`config.mk`:
```
export PLATFORM = sky130hd
export DESIGN_NAME = rx_sampler_flat
export DESIGN_NICKNAME = d
export VERILOG_FILES = /design/src/rtl/rx_sampler_if.sv /design/src/rtl/rx_sampler.sv /design/src/flat_wrapper.sv
export SDC_FILE = /design/constraint.sdc
export NUM_CORES = 1
export LEC_CHECK = 0
export ABC_AREA = 1
export CAP_MARGIN = 20
export CORE_ASPECT_RATIO = 0.75
export CORE_MARGIN = 10
export CORE_UTILIZATION = 52
export CTS_CLUSTER_SIZE = 40
export DETAILED_ROUTE_END_ITERATION = 8
export GPL_TIMING_DRIVEN = 0
export PLACE_DENSITY = 0.72
export SKIP_LAST_GASP = 1
export SYNTH_ARGS = -nofsm -noshare
export SYNTH_HDL_FRONTEND = slang
export SYNTH_SLANG_ARGS = --single-unit
```
`constraint.sdc`:
```
create_clock -name clk -period 4.6 [get_ports clk]
set_input_delay 0.46 -clock clk [delete_from_list [all_inputs] [get_ports clk]]
set_output_delay 0.46 -clock clk [all_outputs]
set_load 0.03 [all_outputs]
```
`src/rtl/rx_sampler_if.sv`:
```
// Bundle between the UART receive sampler and the Rx FSM/datapath it feeds.
// The raw line enters here and the per-bit strobe stream leaves here.
interface rx_sampler_if;
    logic serial_in;
    logic start_detected;
    logic sampling_strobe;
    logic sampled_bit;
    logic noise_flag;
    logic false_start;
    logic busy;

    modport master (
        input  serial_in,
        output start_detected,
        output sampling_strobe,
        output sampled_bit,
        output noise_flag,
        output false_start,
        output busy
    );

    modport slave (
        output serial_in,
        input  start_detected,
        input  sampling_strobe,
        input  sampled_bit,
        input  noise_flag,
        input  false_start,
        input  busy
    );
endinterface

```
`src/rtl/rx_sampler.sv`:
```
// UART receive front end: synchronises the line, confirms start bits by mid-bit majority
// vote and emits one voted sample strobe per bit, plus a closing strobe at stop-bit end.
module rx_sampler #(
    parameter int INPUT_DATA_WIDTH = 8,
    parameter int CLKS_PER_BIT     = 16
) (
    input  logic          clk,
    input  logic          reset,
    rx_sampler_if.master  bus
);
    localparam int NBITS = INPUT_DATA_WIDTH + 3;
    localparam int HALF  = CLKS_PER_BIT / 2;
    localparam int CW    = $clog2(CLKS_PER_BIT) + 1;
    localparam int BW    = $clog2(NBITS + 1);

    localparam logic [1:0] HUNT    = 2'd0;
    localparam logic [1:0] CONFIRM = 2'd1;
    localparam logic [1:0] RUN     = 2'd2;
    localparam logic [1:0] TAIL    = 2'd3;

    localparam logic [CW-1:0] CNT_V0    = CW'(HALF - 1);
    localparam logic [CW-1:0] CNT_V1    = CW'(HALF);
    localparam logic [CW-1:0] CNT_V2    = CW'(HALF + 1);
    localparam logic [CW-1:0] CNT_RUN0  = CW'(HALF + 2);
    localparam logic [CW-1:0] CNT_LAST  = CW'(CLKS_PER_BIT - 1);
    localparam logic [CW-1:0] CNT_TAIL  = CW'(HALF - 1);
    localparam logic [CW-1:0] CNT_ONE   = CW'(1);
    localparam logic [BW-1:0] BIT_LAST  = BW'(NBITS);
    localparam logic [BW-1:0] BIT_ONE   = BW'(1);

    logic [1:0]    sync_reg;
    logic          s_d_reg;
    logic [1:0]    state_reg,   state_next;
    logic [CW-1:0] clk_cnt_reg, clk_cnt_next;
    logic [BW-1:0] bit_cnt_reg, bit_cnt_next;
    logic          v0_reg,      v0_next;
    logic          v1_reg,      v1_next;
    logic          strobe_reg,  strobe_next;
    logic          start_reg,   start_next;
    logic          bit_reg,     bit_next;
    logic          noise_reg,   noise_next;
    logic          false_reg,   false_next;
    logic          busy_reg,    busy_next;

    logic line_s;
    logic edge_seen;
    logic vote;
    logic disagree;

    assign line_s    = sync_reg[1];
    assign edge_seen = !line_s && s_d_reg;
    // Third vote sample is the live synchronised line in the deciding cycle.
    assign vote      = (v0_reg & v1_reg) | (v0_reg & line_s) | (v1_reg & line_s);
    assign disagree  = !((v0_reg == v1_reg) && (v1_reg == line_s));

    always_comb begin
        state_next   = state_reg;
        clk_cnt_next = clk_cnt_reg;
        bit_cnt_next = bit_cnt_reg;
        v0_next      = v0_reg;
        v1_next      = v1_reg;
        strobe_next  = 1'b0;
        start_next   = 1'b0;
        noise_next   = 1'b0;
        false_next   = 1'b0;
        bit_next     = bit_reg;
        busy_next    = busy_reg;

        if ((state_reg == CONFIRM) || (state_reg == RUN)) begin
            if (clk_cnt_reg == CNT_V0) v0_next = line_s;
            if (clk_cnt_reg == CNT_V1) v1_next = line_s;
        end

        case (state_reg)
            HUNT: begin
                if (edge_seen) begin
                    state_next   = CONFIRM;
                    clk_cnt_next = CNT_ONE;
                end
            end
            CONFIRM: begin
                clk_cnt_next = clk_cnt_reg + CNT_ONE;
                if (clk_cnt_reg == CNT_V2) begin
                    if (vote) begin
                        false_next   = 1'b1;
                        state_next   = HUNT;
                        clk_cnt_next = '0;
                    end else begin
                        strobe_next  = 1'b1;
                        start_next   = 1'b1;
                        bit_next     = 1'b0;
                        noise_next   = disagree;
                        busy_next    = 1'b1;
                        bit_cnt_next = BIT_ONE;
                        clk_cnt_next = CNT_RUN0;
                        state_next   = RUN;
                    end
                end
            end
            RUN: begin
                clk_cnt_next = (clk_cnt_reg == CNT_LAST) ? '0 : clk_cnt_reg + CNT_ONE;
                if (clk_cnt_reg == CNT_V2) begin
                    strobe_next  = 1'b1;
                    bit_next     = vote;
                    noise_next   = disagree;
                    bit_cnt_next = bit_cnt_reg + BIT_ONE;
                    // Stop bit just sampled: finish out its second half before closing.
                    if ((bit_cnt_reg + BIT_ONE) == BIT_LAST) begin
                        state_next   = TAIL;
                        clk_cnt_next = '0;
                    end
                end
            end
            TAIL: begin
                clk_cnt_next = clk_cnt_reg + CNT_ONE;
                if (clk_cnt_reg == CNT_TAIL) begin
                    strobe_next  = 1'b1;
                    bit_next     = 1'b1;
                    busy_next    = 1'b0;
                    bit_cnt_next = '0;
                    clk_cnt_next = '0;
                    state_next   = HUNT;
                end
            end
            default: begin
                state_next   = HUNT;
                clk_cnt_next = '0;
            end
        endcase
    end

    always_ff @(posedge clk or negedge reset) begin
        if (!reset) begin
            sync_reg    <= 2'b11;
            s_d_reg     <= 1'b1;
            state_reg   <= HUNT;
            clk_cnt_reg <= '0;
            bit_cnt_reg <= '0;
            v0_reg      <= 1'b0;
            v1_reg      <= 1'b0;
            strobe_reg  <= 1'b0;
            start_reg   <= 1'b0;
            bit_reg     <= 1'b1;
            noise_reg   <= 1'b0;
            false_reg   <= 1'b0;
            busy_reg    <= 1'b0;
        end else begin
            sync_reg    <= {sync_reg[0], bus.serial_in};
            s_d_reg     <= line_s;
            state_reg   <= state_next;
            clk_cnt_reg <= clk_cnt_next;
            bit_cnt_reg <= bit_cnt_next;
            v0_reg      <= v0_next;
            v1_reg      <= v1_next;
            strobe_reg  <= strobe_next;
            start_reg   <= start_next;
            bit_reg     <= bit_next;
            noise_reg   <= noise_next;
            false_reg   <= false_next;
            busy_reg    <= busy_next;
        end
    end

    assign bus.start_detected  = start_reg;
    assign bus.sampling_strobe = strobe_reg;
    assign bus.sampled_bit     = bit_reg;
    assign bus.noise_flag      = noise_reg;
    assign bus.false_start     = false_reg;
    assign bus.busy            = busy_reg;
endmodule

```
`src/flat_wrapper.sv`:
```
// flat-port wrapper written by rule: the top's interface ports become plain ports
module rx_sampler_flat 
#(
    parameter int INPUT_DATA_WIDTH = 8,
    parameter int CLKS_PER_BIT     = 16
)
  (clk, reset, bus_serial_in, bus_start_detected, bus_sampling_strobe, bus_sampled_bit, bus_noise_flag, bus_false_start, bus_busy);
  rx_sampler_if bus_i ();
  input  logic clk;
  input  logic reset;
  input wire logic [$bits(bus_i.serial_in)-1:0] bus_serial_in;
  output wire logic [$bits(bus_i.start_detected)-1:0] bus_start_detected;
  output wire logic [$bits(bus_i.sampling_strobe)-1:0] bus_sampling_strobe;
  output wire logic [$bits(bus_i.sampled_bit)-1:0] bus_sampled_bit;
  output wire logic [$bits(bus_i.noise_flag)-1:0] bus_noise_flag;
  output wire logic [$bits(bus_i.false_start)-1:0] bus_false_start;
  output wire logic [$bits(bus_i.busy)-1:0] bus_busy;
  assign bus_i.serial_in = bus_serial_in;
  assign bus_start_detected = bus_i.start_detected;
  assign bus_sampling_strobe = bus_i.sampling_strobe;
  assign bus_sampled_bit = bus_i.sampled_bit;
  assign bus_noise_flag = bus_i.noise_flag;
  assign bus_false_start = bus_i.false_start;
  assign bus_busy = bus_i.busy;
  rx_sampler #(.INPUT_DATA_WIDTH(INPUT_DATA_WIDTH), .CLKS_PER_BIT(CLKS_PER_BIT)) u_core (.clk(clk), .reset(reset), .bus(bus_i));
endmodule
```
==> results of run 1 <==
-- Yosys cell counts --
master	count
sky130_fd_sc_hd__nor2_1	9
sky130_fd_sc_hd__a21oi_1	5
sky130_fd_sc_hd__nor3_1	2
sky130_fd_sc_hd__or2_1	1
sky130_fd_sc_hd__a211oi_1	1
sky130_fd_sc_hd__or2_2	1
sky130_fd_sc_hd__dfrtp_1	18
sky130_fd_sc_hd__xor2_1	1
sky130_fd_sc_hd__buf_6	1
sky130_fd_sc_hd__o21ai_1	5
sky130_fd_sc_hd__ha_1	13
sky130_fd_sc_hd__o21ai_0	7
sky130_fd_sc_hd__nand3_1	10
sky130_fd_sc_hd__dfstp_2	4
sky130_fd_sc_hd__nand2_1	37
sky130_fd_sc_hd__clkinv_2	1
sky130_fd_sc_hd__o21ai_2	1
sky130_fd_sc_hd__inv_1	24
sky130_fd_sc_hd__nand3_2	2
sky130_fd_sc_hd__nand2_2	4
sky130_fd_sc_hd__nor2_2	4
sky130_fd_sc_hd__nand3_4	1
sky130_fd_sc_hd__nand4_1	3
-- final cells by class --
| type | instances | area, µm² | share of cell area [%] |
|---|---|---|---|
| Tap cell | 34 | 42.5 | 2.86 |
| Clock buffer | 3 | 22.5 | 1.51 |
| Sequential cell | 22 | 556 | 37.3 |
| Timing Repair Buffer | 9 | 108 | 7.23 |
| Inverter | 25 | 95.1 | 6.39 |
| Clock inverter | 1 | 30.0 | 2.02 |
| Multi-Input combinational cell | 107 | 624 | 41.9 |
| Buffer | 1 | 11.3 | 0.756 |
-- through the flow --
| step | utilization, % | cell area, µm² | worst slack (ps) | hold WS (ps) | power, W |
|---|---|---|---|---|---|
| after floorplan | - | 1290 | 3120 | 164 | 0.000538 |
| after global placement | 60.5 | 1410 | 2920 | 346 | 0.000620 |
| final | 64.0 | 1490 | 2610 | 365 | 0.000790 |
| after detailed placement | 60.5 | 1410 | 2910 | 349 | 0.000632 |
| after global routing | 64.0 | 1490 | 2570 | 370 | 0.000853 |
| after CTS | 62.8 | 1460 | 2590 | 367 | 0.000789 |
-- power by group through the flow --
stage               combinational, W  sequential, W  clock (W)
floorplan                   0.000254       0.000284          0
global placement            0.000341       0.000279          0
detailed placement          0.000350       0.000282          0
CTS                         0.000356       0.000279   0.000154
global route                0.000404       0.000288   0.000160
finish                      0.000358       0.000280   0.000151
-- final timing paths --
kind / from / endpoint / slack (ps)
min reg2reg: u_core.sync_reg[0]$_DFF_PN1_ / u_core.sync_reg[1]$_DFF_PN1_ / 360
max: u_core.bus.sampled_bit$_DFFE_PN1P_ / bus_sampled_bit / 2610
min: u_core.sync_reg[0]$_DFF_PN1_ / u_core.sync_reg[1]$_DFF_PN1_ / 360
max reg2reg: u_core.state_reg[0]$_DFFE_PN0P_ / flop / 2860
min in group asynchronous: reset / u_core.clk_cnt_reg[2]$_DFFE_PN0N_ / 400
max in group asynchronous: reset / u_core.bus.sampled_bit$_DFFE_PN1P_ / 3710
-- per-layer routing --
metal | part of all wire [%] | GRT usage [%] | vias to the layer above
met5 | 0 | 0 | -
met4 | 1.5 | 3.64 | 0
met3 | 6.6 | 4.39 | 4
met2 | 41 | 16.0 | 26
met1 | 51 | 14.9 | 449
li1 | - | - | 517
-- cell families after synthesis --
group                      share of synthesized area (%)
adders and majority gates                           12.6
buffers and inverters                               8.27
AOI/OAI and AO/OA                                   7.88
and+or+nand+nor                                     27.3
xor gates and xnor gates                           0.681
DFF                                                 43.2
==> summary.md, run 1 <==
The cell count after synthesis is 155. Shortest clock period the worst path allows after layout: 1990 ps. For this design the static power due to leakage is 0.704 nW.

The via-per-instance ratio was 4.93; the cell-internal power was 0.000452 W. For the final number of setup-violating endpoints, the log shows 0. Across every metal layer, demand over resource in global routing totals 11.2%. Once the clock tree was built, the resizer swapped 0 gates to a different size. The number of antenna violations at the first check in global routing was 0; the post-CTS setup buffer count was 0.

The tools report the CTS H-tree depth as 1. For this block, the routed nets add up to 2540 µm of wire. In this run the standard cell core region covers 0.00233 mm². In this run, synthesis produced a sequential element count of 22. The run gives 0 as the number of pins exceeding their max-slew limit in the final report.

The die outline area is 0.00488 mm², and the count of buffering cells on the critical path with inverters included is 1. The hold violation count in the final report was 0; the placer congestion estimate was 0.824. The post-route antenna net violation count was 0; the sequential fraction of design power was 35.4%.

The tools report the launching element type of the critical path as a flop. The flip-flop count of the largest register, all copies and words added was 5. Area share of the largest cell type after synthesis: 35.0%. The number of global-route vias before repair was 990.

The worst setup path is captured at a primary output. The largest driver fanout on the critical path was 2. The worst min-delay path category is flop to flop.

The logs give 197 for the number of placed cells counting well taps and 0 for the total grt overflow. The worst hold path depth was 0. Clock tree synthesis selected as its root buffer the cell sky130_fd_sc_hd__clkbuf_4.

For the proportion of power drawn by combinational gates, the log shows 45.4%. The clock passes through at most 2 buffers. 9 I/O pins were placed. Largest area contributor in the netlist: sky130_fd_sc_hd__dfrtp_1. In the post-synthesis netlist, the biggest area contributors are sky130_fd_sc_hd__dfrtp_1, sky130_fd_sc_hd__ha_1, sky130_fd_sc_hd__nand2_1. Data arrives at the worst endpoint at 1530 ps.

For the number of CTS-inserted buffers, the log shows 3. After clock tree synthesis, the clock-pin slew on the worst setup and hold paths is 120 ps. Max-cap violations in this run came to 0. The Yosys step of the flow raised 0 warnings. From synthesis to final layout, the design area changed by 15.8%. The data required time at the worst endpoint came out at 4140 ps. The critical path goes through clkdlybuf4s50_1. The worst pin sits at a relative slew slack of 75.7%. The run gives 0 ps as the total negative slack for setup checks. The tools report the iteration-0 DRC count of the detailed router as 54. The worst vdd rail ir drop is 327 µV, and the count of buffers from port buffering is 8. In the final design database the tool counted 185 nets. Once the floorplan was initialized, standard cells occupied 55.3% of the core. Most frequent standard cell in the layout excluding fill and tap cells: sky130_fd_sc_hd__nand2_1. The run finished with clean final reports. The slowest stage of the critical path belongs to the cell sky130_fd_sc_hd__clkdlybuf4s50_1. The depth of the worst register-to-register path is 9, and the sequential fraction of the synthesis area is 43.2%.

Detailed placement ended at an HPWL of 1960 µm. 0 antenna diodes ended up in the layout. The site row count is 15. After detailed routing, the average wire length per cell comes to 12.6 µm. The number of standard cells in the layout, taps in and fillers out was 202.

Cell family contributing the most delay on the critical path: buffers and inverters. The first global-routing pass estimated 4510 µm of wire. For the final database, setup skew stands at 9.62 ps. The number of clock sinks seen by CTS came out at 22. For this run, the detailed router's first-pass iteration total came to 4.

The transition time of the tightest slew-check pin is 363 ps. TritonCTS built the clock tree. Leaving out fill and tap cells, the most frequent cells in the layout are sky130_fd_sc_hd__nand2_1, sky130_fd_sc_hd__inv_1, sky130_fd_sc_hd__dfrtp_1, sky130_fd_sc_hd__ha_1, sky130_fd_sc_hd__nand3_1.

The worst setup path is of the flop to primary output kind. The total of hold buffers inserted after clock tree synthesis was 0; the post-synthesis average cell area was 8.30 µm². The routed via count is 996, and the ratio of final minimum period to clock period is 43.2%.

In this run switching power makes up 42.8% of total power. Fill cells in the final layout number 214. The run gives 19.2% as the relative contribution of the clock network to total power. The depth of the critical timing path with buffers and inverters included is 1, and the net count after synthesis is 171.

Post-route DRC violation count: 0. At the later pin of the worst-skew pair, clock insertion delay measures 320 ps. The synthesized netlist occupies a cell area of 0.00129 mm². The run gives 23 as the post-synthesis cell type count. The fraction of layout instances using a drive strength above 1 was 14.3%; the floorplan die width was 77.4 µm. Setup repair after global routing left no endpoint under its margin. For the pin count of the biggest net entering global routing, the log shows 23. The floorplan step set the die height to 63.1 µm. The largest stage delay on the critical path is 670 ps, and the power density relative to cell area is 530 mW/mm².

Derived from the worst setup path, the maximum achievable clock frequency is 503 MHz. The analysis attributes to net switching a power of 0.000338 W.
No activity file was read; power rests on OpenSTA's default activity.
==> inputs of run 2 (changes only) <==
CORE_UTILIZATION = 51   (was 52)
PLACE_DENSITY = 0.73   (was 0.72)
clock period = 1.65 ns   (was 4.6 ns; I/O delays follow)
==> run 2 against run 1 <==
  * Non-clock buffer count unchanged
  * Highest routed layer unchanged
  * First-iteration DRC count increased by 30%
  * Sequential power increased to 2.8 times the previous value
  * Critical path depth increased by 8
  * Register-to-register slack got worse by 2800 ps
  * Die area increased by 1.4%
  * Clock-buffer cell count unchanged
  * Clock skew decreased by 4.4 ps
  * Sequential share of layout area decreased by 0.35 points
  * Final cell count unchanged
==> summary.md, run 2 (synthesis gave the netlist of run 1 again) <==
For the number of pins exceeding their max-slew limit in the final report, the log shows 0 (unchanged). The count of buffering cells on the critical path with inverters included is 3 (+2), and the largest driver fanout on the critical path is 4 (+2). The area of combinational cells with multiple inputs was 654 µm² (+4.8%).

The logs give 0 (unchanged) for the final number of setup-violating endpoints and 70 (+30%) for the iteration-0 DRC count of the detailed router. The total length of routed wires is 2560 µm (+0.55%). For the overall global routing resource usage, the log shows 10.7% (-0.53 points). The worst-case setup margin in the final layout was 44.4 ps (-2570 ps); the pin count of the biggest net entering global routing was 23 (unchanged). For the total grt overflow, the log shows 0 (unchanged).

For the post-route antenna net violation count, the log shows 0 (unchanged). The top cell types in the final layout, fill and taps aside, are sky130_fd_sc_hd__nand2_1, sky130_fd_sc_hd__inv_1, sky130_fd_sc_hd__dfrtp_1, sky130_fd_sc_hd__ha_1, sky130_fd_sc_hd__nand3_1. The post-CTS clock slew at the launch and capture registers of the worst setup and hold paths is 130 ps (about the same), and the placer congestion estimate is 0.829 (+0.62%).

The data required time at the worst endpoint was 1930 ps (-2210 ps). The maximum number of buffers from clock root to sink is 2 (unchanged), and the number of CTS-inserted buffers is 3 (unchanged). Floorplan die width: 78.0 µm (+0.72%). Shortest clock period the worst path allows after layout: 1610 ps.

STA classifies the critical path startpoint as a flop. The logs give 202 (unchanged) for the number of standard cells in the layout, taps in and fillers out and 0 (unchanged) for the post-CTS setup buffer count. Count of fill cells added during filler insertion: 197 (-7.9%). For the final core area utilization, the log shows 64.2% (+0.23 points). TritonCTS built the clock tree.

The wire length per cell after detailed routing is 12.6 µm (+0.55%). Broken down by cell family, the worst path's largest delay share belongs to simple AND/OR/NAND/NOR gates. The area growth from synthesis to layout is 17.1%.

Setup repair after global routing could not meet its margin everywhere. The later-pin clock latency in the skew report is 320 ps (about the same), and the fraction of layout instances using a drive strength above 1 is 17.9% (+3.6 points). The post-cts repair resize count was 3 (+3). Slowest cell on the critical path: sky130_fd_sc_hd__dfrtp_1. The worst vdd rail ir drop is 781 µV (+140%). The hold violation count in the final report is 0 (unchanged). The boundary pin count is 9 (unchanged). The run gives 15 (unchanged) as the site row count. Worst min-delay path category: primary input to asynchronous set/reset pin. The tools report the count of nets after finishing as 185 (unchanged). The pre-CTS worst setup slack was -68.2 ps (-2970 ps). The via-per-instance ratio works out to 5.09 (+3.3%). The ratio of final minimum period to clock period came out at 97.3%.

The CTS H-tree depth is 1 (unchanged). Traced cell by cell, the critical path runs through inv_1, ha_2, inv_1, nor2_2, nand2_1, inv_1, or2_1, nand3_1, nand2_1. The run gives 0.00235 mm² (+0.81%) as the area of the placeable core.

The routed via count was 1029 (+3.3%). The post-DP HPWL was 1940 µm (-1.4%); the number of placed cells counting well taps was 197 (unchanged). For the count of maximum capacitance violations, the log shows 0 (unchanged). The transition time of the tightest slew-check pin was 462 ps (+99.7 ps). For the area of all sequential standard cells, the log shows 557 µm² (+0.23%). The root buffer cell chosen for the clock tree is sky130_fd_sc_hd__clkbuf_4.

The run gives 0.00495 mm² (+1.4%) as the die outline area. The run finished with clean final reports. Leaving out fill and tap cells, the most frequent cell in the layout is sky130_fd_sc_hd__nand2_1. The total of hold buffers inserted after clock tree synthesis was 0 (unchanged). Flip-flop count of the largest register, all copies and words added: 5 (unchanged). The critical path is of the flop to flop type.

The logs give 1880 ps (+350 ps) for the arrival time at the worst endpoint and 0 (unchanged) for the post-route DRC violation count. The clock skew after layout was 5.27 ps (-4.36 ps); the antenna cell count was 0 (unchanged). The first-pass iteration count of the detailed router was 4 (unchanged); the die outline height was 63.5 µm (+0.67%). The number of global-route vias before repair came out at 952 (-3.8%).

The count of buffers from port buffering is 8 (unchanged), and the maximum clock frequency is 623 MHz. Power density relative to cell area: 1500 mW/mm² (+180%). The run gives 54.8% (-0.44 points) as the effective utilization at floorplan. The leakage power of the design was 0.708 nW (+0.62%). The number of antenna violations at the first check in global routing is 0 (unchanged). The run gives 4390 µm (-2.7%) as the wire length of the first global-routing pass.

Most repeated library cell on the critical path: sky130_fd_sc_hd__inv_1. For the worst-case headroom to the max-slew limit, the log shows 69.1% (-6.7 points). The number of clock sinks seen by CTS was 22 (unchanged); the largest stage delay on the critical path was 430 ps (-240 ps). The nature of the critical path endpoint is a flop.
## run 2: final timing paths
path                                                    from                                 end  slack [ps]  cells past startpoint
worst max-delay path                                    flop   u_core.clk_cnt_reg[1]$_DFFE_PN0N_          40                      9
worst min-delay path                                   reset   u_core.clk_cnt_reg[2]$_DFFE_PN0N_         140                      1
worst max register to register                          flop   u_core.clk_cnt_reg[1]$_DFFE_PN0N_          40                      9
worst min register to register  u_core.sync_reg[0]$_DFF_PN1_        u_core.sync_reg[1]$_DFF_PN1_         370                      0
max in group asynchronous                              reset  u_core.bus.sampled_bit$_DFFE_PN1P_         970                      2
min in group clk                               bus_serial_in        u_core.sync_reg[0]$_DFF_PN1_         230                      1
## run 2: layout make-up
cell class	instances	area share (%)
multi-input cells	107	43.4
plain buffers	1	0.748
repair buffers	9	6.23
clock inverters	1	1.99
flip-flops and latches	22	37.0
inverters	25	6.31
well taps	34	2.82
clock buffers	3	1.50
## run 2: per-stage QoR
stage	total power [W]	area [µm²]	setup TNS, ps	hold slack, ps
after CTS	0.00220	1470	-11.1	222
after detailed placement	0.00176	1410	-112	349
after global routing	0.00245	1510	-83.8	153
after floorplan	0.00150	1290	0	-131
after global placement	0.00172	1410	-6.06	346
final	0.00226	1510	0	140
## run 2: power breakdown
part / switching (W) / internal (W)
registers: 0.000122 / 0.000660
logic: 0.000656 / 0.000398
clock network: 0.000181 / 0.000246
## run 2: per-layer routing
metal / vias to the layer above / wire length [µm] / GRT usage, %
met5: - / 0 / 0
met1: 483 / 1240 / 13.3
met3: 4 / 144 / 3.97
met4: 0 / 23 / 2.68
met2: 20 / 1150 / 16.8
li1: 522 / - / -
## run 2: worst reg2reg max path, stage by stage, from the launching register on
cell and delay, ps:
sky130_fd_sc_hd__dfrtp_1 430, sky130_fd_sc_hd__inv_1 140, sky130_fd_sc_hd__ha_2 260, sky130_fd_sc_hd__inv_1 70
sky130_fd_sc_hd__nor2_2 180, sky130_fd_sc_hd__nand2_1 100, sky130_fd_sc_hd__inv_1 100, sky130_fd_sc_hd__or2_1 120
sky130_fd_sc_hd__nand3_1 80, sky130_fd_sc_hd__nand2_1 70
==> inputs of run 3 (changes only) <==
CORE_UTILIZATION = 52   (was 51)
DONT_BUFFER_PORTS = 1   (was unset)
PLACE_DENSITY = 0.7   (was 0.73)
==> run 3 against run 2 <==
  * Fmax increased by 3.2%
  * Global-route usage hardly changed
  * Sequential share of layout area grew 1.5 points
  * Register-to-register slack gained 50 ps
  * Total power fell by 1.7%
  * Highest routed layer unchanged
  * Largest cell class unchanged
  * Critical path type unchanged
  * Largest power group unchanged
  * Sequential power rose by 5.4%
  * Critical path depth is 1 higher
  * Combinational power fell by 6%
==> summary.md, run 3 (synthesis gave the netlist of run 1 again) <==
The minimum setup slack among reg-to-reg paths was 90 ps (+50 ps); the count of maximum capacitance violations was 0 (unchanged). Total power: 0.00222 W (-1.7%). The signal on the critical path passes through inv_1, ha_1, nand3_4, nand2_2, nand2_2, nor2_2, nand2_1, nor2_2, nand2_1, o21ai_0.

Post-route DRC violation count: 0 (unchanged). The library cell used most frequently in the layout, excluding fill and tap cells, is sky130_fd_sc_hd__nand2_1. Post-route antenna net violation count: 0 (unchanged). The first-pass iteration count of the detailed router was 4 (unchanged).

The tools report the critical path startpoint as u_core.clk_cnt_reg[1]$_DFFE_PN0N_. The post-DP HPWL was 1880 µm (-2.9%). The depth of the worst register-to-register path is 10 (+1). The tools report the wire length of the first global-routing pass as 4370 µm (-0.32%). Area growth from synthesis to final layout: 12.5%. The met1 layer usage reported by global route is 13.9% (+0.63 points). The ratio of final minimum period to clock period works out to 94.3% (-3.1 points). Setup repair after global routing could not meet its margin everywhere. The count of fill cells added during filler insertion is 212 (+7.6%). Flip-flop count of the largest register, all copies and words added: 5 (unchanged). The area of the placeable core came out at 0.00233 mm² (-0.80%).

TritonCTS built the clock tree. Transition time of the tightest slew-check pin: 957 ps (+494 ps). The arrival time at the worst endpoint was 1790 ps (-90 ps). The logs give 3 (unchanged) for the number of CTS-inserted buffers and 37.0% (+2.4 points) for the sequential fraction of design power. The logs give 179 (-3.2%) for the count of nets after finishing and 0.853 (+2.8%) for the placer congestion estimate. The summed area of non-filler cells in the final layout is 0.00145 mm² (-3.9%), and the number of antenna violations at the first check in global routing is 0 (unchanged). The switching power summed over all nets is 0.000939 W (-2.1%), and the largest stage delay on the critical path is 440 ps (about the same).

The tools report the total length of routed wires as 2430 µm (-4.9%). The die outline height works out to 63.1 µm (-0.66%). STA classifies the critical path startpoint as a flop. The run gives 0 (unchanged) as the number of pins exceeding their max-slew limit in the final report.

The logs give 94.8 ps (+50.4 ps) for the worst-case setup margin in the final layout and 0 (unchanged) for the antenna cell count. The overall global routing resource usage came out at 10.7% (+0.025 points). The startpoint identified for the worst hold timing path is u_core.sync_reg[0]$_DFF_PN1_. In the layout the commonest cells are sky130_fd_sc_hd__nand2_1, sky130_fd_sc_hd__inv_1, sky130_fd_sc_hd__dfrtp_1, sky130_fd_sc_hd__ha_1, sky130_fd_sc_hd__nand3_1. Among all stages on the critical path, the largest delay is contributed by sky130_fd_sc_hd__dfrtp_1. The run gives 23 (unchanged) as the pin count of the biggest net entering global routing.

The worst-case headroom to the max-slew limit is 36.0% (-33 points), and the worst vdd rail ir drop is 1070 µV (+37%). The via-per-instance ratio is 5.07 (-0.44%). Nature of the critical path endpoint: a flop.

The count of buffering cells on the critical path with inverters included is 1 (-2), and the number of global-route vias before repair is 948 (-0.42%). The global-route met2 utilization is 16.0% (-0.80 points), and the depth of the critical timing path with buffers and inverters included is 10 (+1). The critical register-to-register path startpoint was u_core.clk_cnt_reg[1]$_DFFE_PN0N_.

The met3 track utilization from global routing came out at 4.11% (+0.14 points). The routed via count came out at 994 (-3.4%). The final core area utilization was 62.2% (-2.0 points). The leakage power of the design is 0.682 nW (-3.7%).

The power density relative to cell area is 1540 mW/mm² (+2.3%), and the relative contribution of the clock network to total power is 18.6% (-0.2 points). The later-pin clock latency in the skew report was 310 ps (about the same); the total grt overflow was 0 (unchanged). The run gives 1880 ps (-50 ps) as the data required time at the worst endpoint.

The count of buffers from port buffering is 0 (-8). The tools report the cell at the root of the clock tree as sky130_fd_sc_hd__clkbuf_4. The tools report the iteration-0 DRC count of the detailed router as 67 (-4.3%). The maximum number of buffers from clock root to sink was 2 (unchanged); the number of clock sinks seen by CTS was 22 (unchanged). Switching share of power: 42.2% (-0.16 points).

Final number of setup-violating endpoints: 0 (unchanged). The flow ran to the end, and the final reports show no timing, DRC or antenna violations. The tools report the die outline area as 0.00488 mm² (-1.4%).

The logs give 0.00133 mm² (-5.7%) for the instance area after placement and 9 (unchanged) for the boundary pin count. The path class of the tightest hold or removal check is flop to flop. The global-route layer with the greatest usage is met2. Grouping stages by cell kind, the critical path spends the most delay in simple AND/OR/NAND/NOR gates.

The maximum clock frequency was 643 MHz (+3.2%). The post-CTS clock slew at the launch and capture registers of the worst setup and hold paths is 120 ps (about the same), and the CTS H-tree depth is 1 (unchanged). The shortest clock period the worst path allows after layout works out to 1560 ps (-50.4 ps).

The tools report the proportion of power drawn by combinational gates as 44.4% (-2.2 points). The floorplan die width came out at 77.4 µm (-0.72%). The total negative slack for setup checks was 0 ps (unchanged); the site row count was 15 (unchanged). For the clock skew after layout, the log shows 1.05 ps (-4.21 ps). Largest driver fanout on the critical path: 7 (+3). The wire length per cell after detailed routing was 12.4 µm (-2.0%).

The cell-internal power came out at 0.00129 W (-1.4%). The effective utilization at floorplan came out at 55.3% (+0.44 points). The type of the setup path with the least slack is flop to flop.

The pre-CTS worst setup slack was -48.3 ps (+19.9 ps); the fraction of layout instances using a drive strength above 1 was 19.1% (+1.3 points). The hold violation count in the final report is 0 (unchanged).
[run 3: worst min path at each step]
stage,end,slack [ps],depth (start not counted)
floorplan,asynchronous set/reset pin,-130,0
global placement,u_core.clk_cnt_reg[2]$_DFFE_PN0N_,-130,0
detailed placement,u_core.clk_cnt_reg[2]$_DFFE_PN0N_,-130,0
CTS,u_core.sync_reg[1]$_DFF_PN1_,370,0
global route,u_core.sync_reg[0]$_DFF_PN1_,370,1
finish,u_core.sync_reg[1]$_DFF_PN1_,370,0
[run 3: per-stage QoR]
step,hold WS (ps),instances
floorplan,-131,155
global placement,-130,189
detailed placement,-130,189
CTS,368,195
global route,369,196
finish,367,196
[run 3: cell type report]
class / count / area [µm²] / share of cell area [%]
tap: 34 / 42.5 / 2.94
clock buffer: 3 / 22.5 / 1.56
inverter: 25 / 95.1 / 6.57
multi-input combinational: 107 / 662 / 45.7
buffer: 1 / 11.3 / 0.778
timing repair buffer: 3 / 27.5 / 1.90
clock inverter: 1 / 30.0 / 2.07
sequential: 22 / 557 / 38.5
[run 3: power by group through the flow]
stage	Combinational [W]	Sequential, W	Clock, W
floorplan	0.000708	0.000792	0
global placement	0.000864	0.000816	0
detailed placement	0.000879	0.000827	0
CTS	0.000914	0.000817	0.000423
global route	0.00114	0.000845	0.000448
finish	0.000987	0.000824	0.000413
[run 3: routing by layer]
layer | wire length, µm | vias up
met5 | 0 | -
met4 | 23 | 0
met3 | 123 | 5
met2 | 1060 | 10
met1 | 1230 | 473
li1 | - | 506
[run 3: repair_timing]
item	in CTS	in global routing
pin swaps	0	0
gates resized for setup	2	8
buffers inserted	0	1
hold endpoints to repair	23	0
setup endpoints to repair	2	7
hold buffers	2	0
[run 3: worst register-to-register path: cells and delay by family (launching register included)]
| kind | cells | cell delay (ps) |
|---|---|---|
| AOI/OAI and AO/OA | 1 | 90 |
| adders and majority gates | 1 | 190 |
| and+or+nand+nor | 7 | 680 |
| buffers and inverters | 1 | 100 |
| DFF | 1 | 440 |
